==> src/rtl/stream_arb_2x1_if.sv <==
// Handshake bundle for the 2:1 packet-aware stream arbiter: two source channels
// (A, B) and one registered output channel (F) with its source select.
interface stream_arb_2x1_if #(
    parameter int WIDTH = 8
);
    logic             a_valid;
    logic             a_ready;
    logic [WIDTH-1:0] a_data;
    logic             a_last;

    logic             b_valid;
    logic             b_ready;
    logic [WIDTH-1:0] b_data;
    logic             b_last;

    logic             f_valid;
    logic             f_ready;
    logic [WIDTH-1:0] f_data;
    logic             f_last;
    logic             f_sel;

    // Arbiter side of the bundle.
    modport slave (
        input  a_valid, a_data, a_last,
        input  b_valid, b_data, b_last,
        input  f_ready,
        output a_ready, b_ready,
        output f_valid, f_data, f_last, f_sel
    );

    // Environment side: drives both sources and sinks the output.
    modport master (
        output a_valid, a_data, a_last,
        output b_valid, b_data, b_last,
        output f_ready,
        input  a_ready, b_ready,
        input  f_valid, f_data, f_last, f_sel
    );
endinterface

==> src/rtl/stream_arb_2x1.sv <==
// 2:1 round-robin stream arbiter that keeps packets whole and registers its output.
// Define STREAM_ARB_CNT_EN to build the per-source completed-packet counters.
module stream_arb_2x1 #(
    parameter int WIDTH = 8
) (
    input  logic                clk,
    input  logic                rst_n,
    stream_arb_2x1_if.slave     s,
    output logic [15:0]         cnt_a,
    output logic [15:0]         cnt_b
);

    typedef enum logic [1:0] {
        IDLE   = 2'd0,
        LOCK_A = 2'd1,
        LOCK_B = 2'd2
    } state_t;

    state_t           state_q, state_d;
    logic             last_grant_q, last_grant_d;   // 0 = A, 1 = B
    logic             grant_a, grant_b;
    logic             free;

    logic             f_valid_q;
    logic [WIDTH-1:0] f_data_q;
    logic             f_last_q;
    logic             f_sel_q;

    // The output slot can take a new beat when empty or being drained this cycle.
    assign free = !f_valid_q || s.f_ready;

    // NOTE: every variable written here gets a default first so no path leaves it
    // unassigned; otherwise synthesis infers a latch to hold the old value.
    always_comb begin
        grant_a      = 1'b0;
        grant_b      = 1'b0;
        state_d      = state_q;
        last_grant_d = last_grant_q;

        unique case (state_q)
            IDLE: begin
                if (free) begin
                    if (s.a_valid && s.b_valid) begin
                        grant_a = last_grant_q;
                        grant_b = !last_grant_q;
                    end else begin
                        grant_a = s.a_valid;
                        grant_b = s.b_valid;
                    end
                end
            end
            LOCK_A:  grant_a = free && s.a_valid;
            LOCK_B:  grant_b = free && s.b_valid;
            default: ;
        endcase

        // A grant is always an accepted beat, since grants already require valid.
        if (grant_a) begin
            if (s.a_last) begin
                state_d      = IDLE;
                last_grant_d = 1'b0;
            end else begin
                state_d      = LOCK_A;
            end
        end else if (grant_b) begin
            if (s.b_last) begin
                state_d      = IDLE;
                last_grant_d = 1'b1;
            end else begin
                state_d      = LOCK_B;
            end
        end
    end

    // Readies are combinational, so they are forced low while reset is held.
    assign s.a_ready = grant_a && rst_n;
    assign s.b_ready = grant_b && rst_n;

    // NOTE: sequential state uses non-blocking assignments so every flop samples
    // pre-edge values regardless of statement order.
    always_ff @(posedge clk or negedge rst_n) begin
        if (!rst_n) begin
            state_q      <= IDLE;
            last_grant_q <= 1'b1;
        end else begin
            state_q      <= state_d;
            last_grant_q <= last_grant_d;
        end
    end

    always_ff @(posedge clk or negedge rst_n) begin
        if (!rst_n) begin
            f_valid_q <= 1'b0;
            f_data_q  <= '0;
            f_last_q  <= 1'b0;
            f_sel_q   <= 1'b0;
        end else if (grant_a) begin
            f_valid_q <= 1'b1;
            f_data_q  <= s.a_data;
            f_last_q  <= s.a_last;
            f_sel_q   <= 1'b0;
        end else if (grant_b) begin
            f_valid_q <= 1'b1;
            f_data_q  <= s.b_data;
            f_last_q  <= s.b_last;
            f_sel_q   <= 1'b1;
        end else if (s.f_ready) begin
            f_valid_q <= 1'b0;
        end
    end

    assign s.f_valid = f_valid_q;
    assign s.f_data  = f_data_q;
    assign s.f_last  = f_last_q;
    assign s.f_sel   = f_sel_q;

`ifdef STREAM_ARB_CNT_EN
    logic [15:0] cnt_a_q, cnt_b_q;

    // Counters wrap naturally at 16 bits.
    always_ff @(posedge clk or negedge rst_n) begin
        if (!rst_n) begin
            cnt_a_q <= '0;
            cnt_b_q <= '0;
        end else begin
            if (grant_a && s.a_last) cnt_a_q <= cnt_a_q + 16'd1;
            if (grant_b && s.b_last) cnt_b_q <= cnt_b_q + 16'd1;
        end
    end

    assign cnt_a = cnt_a_q;
    assign cnt_b = cnt_b_q;
`else
    assign cnt_a = '0;
    assign cnt_b = '0;
`endif

endmodule

==> src/flat_wrapper.sv <==
// flat-port wrapper written by rule: the top's interface ports become plain ports
module stream_arb_2x1_flat 
#(
    parameter int WIDTH = 8
)
  (clk, rst_n, cnt_a, cnt_b, s_a_valid, s_a_data, s_a_last, s_b_valid, s_b_data, s_b_last, s_f_ready, s_a_ready, s_b_ready, s_f_valid, s_f_data, s_f_last, s_f_sel);
  stream_arb_2x1_if #(.WIDTH(WIDTH)) s_i ();
  input  logic clk;
  input  logic rst_n;
  output logic [15:0] cnt_a;
  output logic [15:0] cnt_b;
  input wire logic [$bits(s_i.a_valid)-1:0] s_a_valid;
  input wire logic [$bits(s_i.a_data)-1:0] s_a_data;
  input wire logic [$bits(s_i.a_last)-1:0] s_a_last;
  input wire logic [$bits(s_i.b_valid)-1:0] s_b_valid;
  input wire logic [$bits(s_i.b_data)-1:0] s_b_data;
  input wire logic [$bits(s_i.b_last)-1:0] s_b_last;
  input wire logic [$bits(s_i.f_ready)-1:0] s_f_ready;
  output wire logic [$bits(s_i.a_ready)-1:0] s_a_ready;
  output wire logic [$bits(s_i.b_ready)-1:0] s_b_ready;
  output wire logic [$bits(s_i.f_valid)-1:0] s_f_valid;
  output wire logic [$bits(s_i.f_data)-1:0] s_f_data;
  output wire logic [$bits(s_i.f_last)-1:0] s_f_last;
  output wire logic [$bits(s_i.f_sel)-1:0] s_f_sel;
  assign s_i.a_valid = s_a_valid;
  assign s_i.a_data = s_a_data;
  assign s_i.a_last = s_a_last;
  assign s_i.b_valid = s_b_valid;
  assign s_i.b_data = s_b_data;
  assign s_i.b_last = s_b_last;
  assign s_i.f_ready = s_f_ready;
  assign s_a_ready = s_i.a_ready;
  assign s_b_ready = s_i.b_ready;
  assign s_f_valid = s_i.f_valid;
  assign s_f_data = s_i.f_data;
  assign s_f_last = s_i.f_last;
  assign s_f_sel = s_i.f_sel;
  stream_arb_2x1 #(.WIDTH(WIDTH)) u_core (.clk(clk), .rst_n(rst_n), .s(s_i), .cnt_a(cnt_a), .cnt_b(cnt_b));
endmodule
==> config.mk <==
export PLATFORM = sky130hd
export DESIGN_NAME = stream_arb_2x1_flat
export DESIGN_NICKNAME = d
export VERILOG_FILES = /design/src/rtl/stream_arb_2x1_if.sv /design/src/rtl/stream_arb_2x1.sv /design/src/flat_wrapper.sv
export SDC_FILE = /design/constraint.sdc
export NUM_CORES = 1
export LEC_CHECK = 0
export BUFFER_PORTS_ARGS = -buffer_cell sky130_fd_sc_hd__buf_4
export CORE_MARGIN = 5
export CORE_UTILIZATION = 36
export CTS_CLUSTER_DIAMETER = 60
export DETAILED_ROUTE_END_ITERATION = 10
export GPL_TIMING_DRIVEN = 0
export MAX_ROUTING_LAYER = met4
export PLACE_DENSITY = 0.74
export SYNTH_ARGS = -nofsm -noshare
export SYNTH_HDL_FRONTEND = slang
export SYNTH_SLANG_ARGS = --single-unit
==> constraint.sdc <==
create_clock -name clk -period 1.3 [get_ports clk]
set_clock_uncertainty 0.15 [all_clocks]
set_input_delay 0.26 -clock clk [delete_from_list [all_inputs] [get_ports clk]]
set_output_delay 0.26 -clock clk [all_outputs]
set_load 0.005 [all_outputs]
==> results of run 1 <==
metrics by stage:
step	instance area (um^2)	instances	hold slack, ns
finish	1653	208	0.03299
floorplan	1070	123	-0.1856
CTS	1510	201	0.01467
global placement	1370	188	-0.02492
global route	1653	208	0.02362
detailed placement	1370	188	-0.02417
worst register-to-register path, stage by stage, from the launching register on:
cell     delay [ns]
dfrtp_1        0.39
buf_6          0.13
nor3b_4        0.20
buf_4          0.15
buf_6          0.11
buf_6          0.12
nor4b_1        0.05
a221o_1        0.27
area by class of cell:
class	count	share of cell area, %
sequential	14	21.27
tap	30	2.271
clock buffer	4	2.195
multi-input combinational	72	32.48
inverter	2	0.4542
timing repair buffer	51	25.59
buffer	35	15.75
worst paths after layout:
path	from	to	slack, ns
setup / recovery	u_core.s.f_valid	s_b_ready	-0.64
hold / removal	s_b_last	u_core.state_q[1]	0.03
setup reg to reg	u_core.state_q[0]	u_core.s.f_data[1]	-0.39
hold reg to reg	u_core.s.f_sel	u_core.s.f_sel	0.35
max in group asynchronous	rst_n	u_core.s.f_data[1]	0.20
min in group asynchronous	rst_n	u_core.s.f_last	0.39
cell families (layout without fill, tap and decap cells):
logic type | Yosys count | after routing
buffers and inverters | 37 | 92
AND/OR/NAND/NOR | 22 | 22
AO/OA/AOI/OAI | 18 | 18
flip-flops | 14 | 14
other | 1 | 32
registers in the layout, summed over array words and instances, names as in the netlist:
name,flops
u_core.last_grant_q,1
u_core.s.f_data,8
u_core.s.f_last,1
u_core.s.f_sel,1
u_core.s.f_valid,1
u_core.state_q,2
routing by layer:
metal / share of wire [%] / up-vias / GRT usage (%)
met5: 0 / - / -
met4: 1.4 / 0 / 4.025
met3: 7.4 / 4 / 3.145
met2: 56 / 50 / 26.28
met1: 35 / 435 / 17.31
li1: - / 446 / -
synthesized netlist by cell type (all sizes together):
library cell / instances
a211oi: 2
nand3: 1
nor2: 1
inv: 2
nor4: 1
nand2: 2
nor2b: 3
a2111oi: 1
and2: 1
or3: 1
nor3b: 1
o21a: 1
nand2b: 3
a22o: 1
dfrtp: 13
a31oi: 2
nor4b: 8
dfstp: 1
a221o: 8
o21ai: 3
buf: 35
conb: 1
power breakdown:
part,total (mW),internal [mW],switching (mW)
logic,1.57,0.899,0.666
clock network,0.329,0.170,0.158
registers,0.808,0.659,0.149
total,2.70,1.73,0.974
what timing repair did:
| action | CTS | global route |
|---|---|---|
| buffers inserted | 7 | 8 |
| hold buffers | 2 | 0 |
| gates resized for setup | 7 | 19 |
| pin swaps | 2 | 4 |
| endpoints found under the hold margin | 15 | 0 |
| endpoints found under the setup margin | 14 | 16 |
==> flow_metrics.tcl, run 1 <==
set metrics [dict create \
    viasPerCell 4.495 \
    setup_slack_ns -0.6364 \
    synth_warnings 0 \
    critical_path_class "reg -> out" \
    fillCellCount 216 \
    start_util_pct 37.94 \
    final_cell_mix "75 x buf_4, 32 x conb_1, 13 x dfrtp_1, 8 x a221o_1, 6 x buf_6" \
    finalSetupTns_ns -5.343 \
    fp.dieH_um 61.33 \
    root_buffer "clkbuf_4" \
    power.total_mw 2.702 \
    finalHoldViolCount 0 \
    synth_area_leader_cell "dfrtp_1" \
    multi_input_area_um2 536.8 \
    fin_util_pct 66.12 \
    synth-xor-area-share_pct 0 \
    hold_path_depth 2 \
    grt_pass1_wl_um 4050 \
    final_common_cell "buf_4" \
    synth_top_family_by_area "buffers and inverters" \
    ys_seq_elements 14 \
    finalWirelength_um 3101 \
    crit_required_ns 0.89 \
    place_hpwl_um 1912 \
    cts_tree "yes" \
    ys_seq_area_share_pct 37.07 \
    seqCellArea_um2 351.6 \
    row_count 18 \
    synth.area.top_cells "dfrtp_1 34%, buf_4 26%, a221o_1 8.4%" \
    cap_viol_max_count 0 \
    max_stage_delay_ns 0.39 \
    cpMostUsedCell "buf_4" \
    cp.arrival_ns 1.53 \
    drc_errors 0 \
    core_area_mm2 0.002500 \
    antenna_cells 0 \
    clock.fmax_mhz 516.4 \
    outcome "finished with violations" \
    synthCells 92 \
    crit_path_max_fanout 4 \
    drive_above_1_share_pct 60.11 \
    ys_types 28 \
    area_growth_pct 74.27 \
    htreeDepth 1 \
    layout_worst_path_cycle_share_pct 149.0 \
    pre_cts_ws_ns -0.3658 \
    synth_fa_ha_area_share_pct 0 \
    grt.overflow.total 0 \
    clock_path_buffers 2 \
    antenna_found_initial 0 \
    drtPass1Iterations 4 \
    critical-path-slowest-cell "dfrtp_1" \
    synth_compound_area_share_pct 16.49 \
    cpLargestDelayFamily "flip-flops" \
    hold_class "in -> reg" \
    fin_crit_ns 1.936 \
    avgSynthCellArea_um2 10.31 \
    worstSetupPathDepth 5 \
    first_global_vias 883 \
    die_x_um 61.33 \
    end_kind "output port" \
    rsz0062_at_grt "yes" \
    synthMuxAreaShare_pct 0 \
    gp_congestion 0.8361 \
    wl_per_cell_um 14.91 \
    num_io_pins 68 \
    final-setup-viol-count 15 \
    cts.sinks 14 \
    report.final.slew_viol_count 0 \
    cts_inserted_buffers 3 \
    synth_top_cell_area_share_pct 34.30 \
    path_buf_inv 2 \
    layout.nets 202 \
    synth-simple-area-share_pct 18.07 \
    vias 935 \
    r2r_cells 7 \
    initialDrtViolationCount 38 \
    p_per_area_mw_per_mm2 1635 \
    clk_pin_slew_ns 0.09 \
    clk_latency_ns 0.28 \
    die-area_mm2 0.003761 \
    cp-start-kind "flip-flop" \
    antenna_left 0 \
    track_usage_pct 15.03 \
    synth_area_um2 948.4 \
    worst_slew_pin_slew_ns 0.6474 \
    grt_max_degree 15 \
    violations "negative setup slack" \
    worstPathCellList "nor2b_2 > a211oi_2 > buf_4 > and2_1 > buf_4" \
    leakage_nw 0.8683 \
    irDropWorstVdd_mv 1.481 \
    maxSlewHeadroom_pct 56.70 \
    portBuffers 35 \
]
Note: power is estimated with default switching activity, not from simulation.
==> inputs of run 2 (changes only) <==
--- a/config.mk
+++ b/config.mk
@@ -13,6 +13,8 @@
 export GPL_TIMING_DRIVEN = 0
 export MAX_ROUTING_LAYER = met4
 export PLACE_DENSITY = 0.74
+export REMOVE_ABC_BUFFERS = 1
+export SETUP_SLACK_MARGIN = 0.1
 export SYNTH_ARGS = -nofsm -noshare
 export SYNTH_HDL_FRONTEND = slang
 export SYNTH_SLANG_ARGS = --single-unit
==> run 2 against run 1 <==
  * The flow still finishes with violations (negative setup slack)
  * Sequential cell count unchanged
  * First-iteration DRC count decreased by 32%
  * Non-clock buffer count is 26 lower
  * Routed wire length fell by 11%
==> flow_metrics.tcl, run 2 (synthesis gave the netlist of run 1 again) <==
set metrics [dict create \
    outcome "finished with violations" \
    violations "negative setup slack" \
    max_stage_delay_ns 0.58 \
    cts.sinks 14 \
    vias 866 \
    rsz0062_at_grt "yes" \
    r2r_cells 6 \
    worst_slew_pin_slew_ns 0.6338 \
    drive_above_1_share_pct 51.63 \
    critical-path-slowest-cell "dfstp_2" \
    final-setup-viol-count 16 \
    largest_reg_flops 8 \
    place_hpwl_um 1713 \
    row_count 18 \
    grt.overflow.total 0 \
    grt_pass1_wl_um 4181 \
    layout.nets 177 \
    clk_latency_ns 0.28 \
    num_io_pins 68 \
    portBuffers 35 \
    path_buf_inv 1 \
    setup_slack_ns -0.5413 \
    gp_congestion 0.7947 \
    antenna_left 0 \
    end_kind "output port" \
    core_area_mm2 0.002500 \
    drtPass1Iterations 4 \
    cap_viol_max_count 0 \
    worstPathCellList "nor3b_4 > or3_4 > nor2_2 > buf_4" \
    cp-start-kind "flip-flop" \
    crit_path_max_fanout 2 \
    irDropWorstVdd_mv 1.113 \
    clock_path_buffers 2 \
    crit_required_ns 0.89 \
    p_per_area_mw_per_mm2 1958 \
    critical_path_class "reg -> out" \
    finalHoldViolCount 0 \
    root_buffer "clkbuf_4" \
    viasPerCell 4.732 \
    wl_per_cell_um 15.12 \
    clk_pin_slew_ns 0.09 \
    maxSlewHeadroom_pct 57.75 \
    report.final.slew_viol_count 0 \
    leakage_nw 0.7500 \
    first_global_vias 855 \
    cpLargestDelayFamily "flip-flops" \
    fin_crit_ns 1.841 \
    grt_max_degree 15 \
    final_common_cell "buf_4" \
    cts_tree "yes" \
    drc_errors 0 \
    track_usage_pct 16.14 \
    initialDrtViolationCount 26 \
    final_cell_mix "42 x buf_4, 32 x conb_1, 16 x buf_6, 13 x dfrtp_1" \
    hold_class "in -> async" \
    pre_cts_ws_ns -0.6816 \
    antenna_cells 0 \
    fp.dieH_um 61.33 \
    start_util_pct 37.94 \
    htreeDepth 1 \
    finalWirelength_um 2767 \
    worstSetupPathDepth 4 \
    fin_util_pct 60.21 \
    clock.fmax_mhz 543.1 \
    layout_worst_path_cycle_share_pct 141.6 \
    antenna_found_initial 0 \
    cp.arrival_ns 1.43 \
    die_x_um 61.33 \
    die-area_mm2 0.003761 \
    cts_inserted_buffers 3 \
    area_growth_pct 58.71 \
]
[run 2: cell count changes in the layout (fill, tap and decap cells not counted), sizes merged]
cell          before  now
o21ai              3    4
dlygate4sd3        2    0
clkbuf             5    4
buf               83   59
dlymetal6s4s       0    1
[run 2: repair_timing]
item                                    4_1_cts  5_1_grt
endpoints found under the setup margin       26       40
resized for setup                            31        4
pin swaps                                     6        3
hold buffers                                  1        0
setup buffers                                20        3
gates cloned                                  2        0
endpoints found under the hold margin        14        0
[run 2: per-layer routing]
metal | wire, um | track usage [%]
met1 | 1166 | 21.81
met2 | 1311 | 23.41
met3 | 227 | 2.306
met4 | 61 | 8.050
met5 | 0 | -
[run 2: through the flow]
| step | instances | cell area (um^2) | TNS (ns) | hold WS, ns | total power, mW |
|---|---|---|---|---|---|
| after global routing | 183 | 1505 | -6.135 | 0.01351 | 3.131 |
| after CTS | 180 | 1459 | -5.006 | 0.01194 | 2.820 |
| after global placement | 153 | 1107 | -5.495 | -0.02885 | 1.733 |
| after detailed placement | 153 | 1107 | -5.951 | -0.02032 | 1.766 |
| final | 183 | 1505 | -5.505 | 0.01319 | 2.947 |
| after floorplan | 88 | 807.0 | -2.496 | -0.1856 | 1.299 |
[run 2: worst register-to-register path, stage by stage (launching register included)]
cell      delay (ns)
dfstp_2         0.58
buf_4           0.12
buf_6           0.09
a211oi_4        0.06
buf_4           0.15
buf_6           0.12
a221o_1         0.34
[run 2: path summary, 6_finish.rpt]
path / start / to / slack (ns)
max: u_core.last_grant_q / s_a_ready / -0.54
min: rst_n / u_core.s.f_data[2] / 0.01
max reg2reg: u_core.last_grant_q / u_core.s.f_data[5] / -0.43
min reg2reg: u_core.s.f_sel / u_core.s.f_sel / 0.38
max in group asynchronous: rst_n / u_core.s.f_data[5] / 0.58
min in group clk: s_a_last / u_core.state_q[0] / 0.01
[run 2: power breakdown]
part	switching, mW	internal (mW)
clock	0.145	0.170
combinational	0.697	1.10
sequential	0.175	0.660
[run 2: cell type report]
type                       count  area, um^2
timing repair buffer          60       528.0
fill                         201       994.7
tap                           30       37.54
clock buffer                   4       36.28
multi-input combinational     73       544.3
sequential                    14       351.6
inverter                       2       7.507
==> inputs of run 3 (changes only) <==
--- a/config.mk
+++ b/config.mk
@@ -11,6 +11,7 @@
 export CTS_CLUSTER_DIAMETER = 60
 export DETAILED_ROUTE_END_ITERATION = 10
 export GPL_TIMING_DRIVEN = 0
+export HOLD_SLACK_MARGIN = 0.1
 export MAX_ROUTING_LAYER = met4
 export PLACE_DENSITY = 0.74
 export REMOVE_ABC_BUFFERS = 1
==> run 3 against run 2 <==
  * The run still ends with negative setup slack left
  * Sequential power is essentially flat
  * Critical endpoint unchanged
  * Utilization up 1.6 points
  * Critical path depth stayed put
  * Critical path type unchanged
  * Sequential cell count unchanged
  * Highest routed layer unchanged
  * Sequential share of layout area is 0.59 points lower
  * Fmax increased by 0.44%
  * Total power down 0.47%
  * First-iteration DRC count fell by 15%
==> flow_metrics.tcl, run 3 (synthesis gave the netlist of run 1 again) <==
set metrics [dict create \
    final-setup-viol-count 15 \
    critical-path-slowest-cell "dfstp_2" \
    leakage_nw 0.7648 \
    clock.fmax_mhz 545.5 \
    cp.arrival_ns 1.42 \
    num_io_pins 68 \
    layout.nets 181 \
    internal-power_mw 1.915 \
    cts.hold.buffers_added 6 \
    antenna_found_initial 0 \
    setup_slack_ns -0.5332 \
    portBuffers 35 \
    row_count 18 \
    drc_errors 0 \
    fp.dieH_um 61.33 \
    worst_slew_pin_slew_ns 0.6489 \
    finalHoldViolCount 0 \
    drive_above_1_share_pct 49.68 \
    grt.overflow.total 0 \
    gp_congestion 0.7947 \
    worstPathCellList "nor3b_4 > or3_4 > nor2_2 > buf_4" \
    die_x_um 61.33 \
    critical_path_class "reg -> out" \
    r2r_cells 6 \
    final_common_cell "buf_4" \
    p_switching_mw 1.018 \
    cts.sinks 14 \
    cts_inserted_buffers 3 \
    largest_reg_flops 8 \
    power.share.combinational_pct 60.8 \
    start_util_pct 37.94 \
    fin_crit_ns 1.833 \
    cts_tree "yes" \
    fin_util_pct 61.76 \
    report.final.slew_viol_count 0 \
    place_hpwl_um 1713 \
    p_per_area_mw_per_mm2 1900 \
    max_stage_delay_ns 0.57 \
    outcome "finished with violations" \
    crit_path_max_fanout 2 \
    crit_required_ns 0.89 \
    cp-start-kind "flip-flop" \
    maxSlewHeadroom_pct 56.74 \
    cap_viol_max_count 0 \
    clock_path_buffers 2 \
    end_kind "output port" \
    power_frac_seq_pct 28.5 \
    area_growth_pct 62.80 \
    hold_class "in -> async" \
    vias 879 \
    clk_latency_ns 0.28 \
    antenna_cells 0 \
    first_global_vias 862 \
    drtPass1Iterations 4 \
    initialDrtViolationCount 22 \
    power.total_mw 2.933 \
    irDropWorstVdd_mv 1.083 \
    grt_pass1_wl_um 4284 \
    finalWirelength_um 2820 \
    clk_pin_slew_ns 0.09 \
    violations "negative setup slack" \
    rsz0062_at_grt "yes" \
    track_usage_pct 16.54 \
    die-area_mm2 0.003761 \
    wl_per_cell_um 15.08 \
    antenna_left 0 \
    viasPerCell 4.701 \
    p_clk_share_pct 10.7 \
    root_buffer "clkbuf_4" \
    core_area_mm2 0.002500 \
    final_cell_mix "42 x buf_4, 32 x conb_1, 15 x buf_6, 13 x dfrtp_1" \
    htreeDepth 1 \
    swShare_pct 34.71 \
    grt_max_degree 15 \
    layout_worst_path_cycle_share_pct 141.0 \
]
## run 3: cell types whose count changed in the layout (fill, tap and decap cells not counted)
| cell | previous run | this run |
|---|---|---|
| dlygate4sd3_1 | 0 | 5 |
| buf_6 | 16 | 15 |
## run 3: cell type report
type	instances	area [um^2]
Multi-Input combinational cell	73	544.3
Tap cell	30	37.54
Fill cell	198	955.9
Sequential cell	14	351.6
Timing Repair Buffer	64	566.8
Clock buffer	4	36.28
Inverter	2	7.507
## run 3: routing by layer
layer  routed length [um]  up-vias  GRT usage [%]
li1                     -      404              -
met1                 1186      415          21.81
met2                 1352       54          24.77
met3                  220        6          2.306
met4                   61        0          8.050
met5                    0        -              -
## run 3: timing repair
| item | 4_1_cts | 5_1_grt |
|---|---|---|
| gates cloned | 2 | 0 |
| pin swaps | 6 | 3 |
| gates resized for setup | 31 | 3 |
| setup buffers | 20 | 3 |
| setup endpoints to repair | 26 | 40 |
| hold endpoints to repair | 24 | 18 |
## run 3: power groups by stage
stage / clock network (mW) / logic, mW / registers [mW]
2_1_floorplan: 0 / 0.475 / 0.824
3_3_place_gp: 0 / 0.911 / 0.821
3_5_place_dp: 0 / 0.936 / 0.829
4_1_cts: 0.321 / 1.68 / 0.828
5_1_grt: 0.347 / 1.90 / 0.866
6_report: 0.314 / 1.78 / 0.837
## run 3: final timing paths
path                                          start                  to  slack (ns)
max in group asynchronous                     rst_n  u_core.s.f_data[5]        0.56
min in group clk                        s_b_data[3]  u_core.s.f_data[3]        0.06
worst max register to register  u_core.last_grant_q  u_core.s.f_data[5]       -0.42
worst min-delay path                          rst_n  u_core.s.f_data[2]        0.02
worst min register to register       u_core.s.f_sel      u_core.s.f_sel        0.38
worst max-delay path            u_core.last_grant_q           s_a_ready       -0.53
## run 3: metrics by stage
step                      setup slack, ns  hold WS, ns  cells  instance area [um^2]  setup TNS [ns]
after global placement            -0.6556     -0.02885    153                  1107          -5.495
after floorplan                   -0.3493      -0.1856     88                 807.0          -2.496
after global routing              -0.5913      0.05487    187                  1544          -6.060
final                             -0.5332      0.01936    187                  1544          -5.415
after CTS                         -0.5462      0.05835    185                  1509          -5.006
after detailed placement          -0.6816     -0.02032    153                  1107          -5.951
## run 3: critical path, delay by kind of cell (launching register included)
kind | cells | cell delay (ns)
DFF | 1 | 0.57
and+or+nand+nor | 3 | 0.46
buffers and inverters | 1 | 0.11
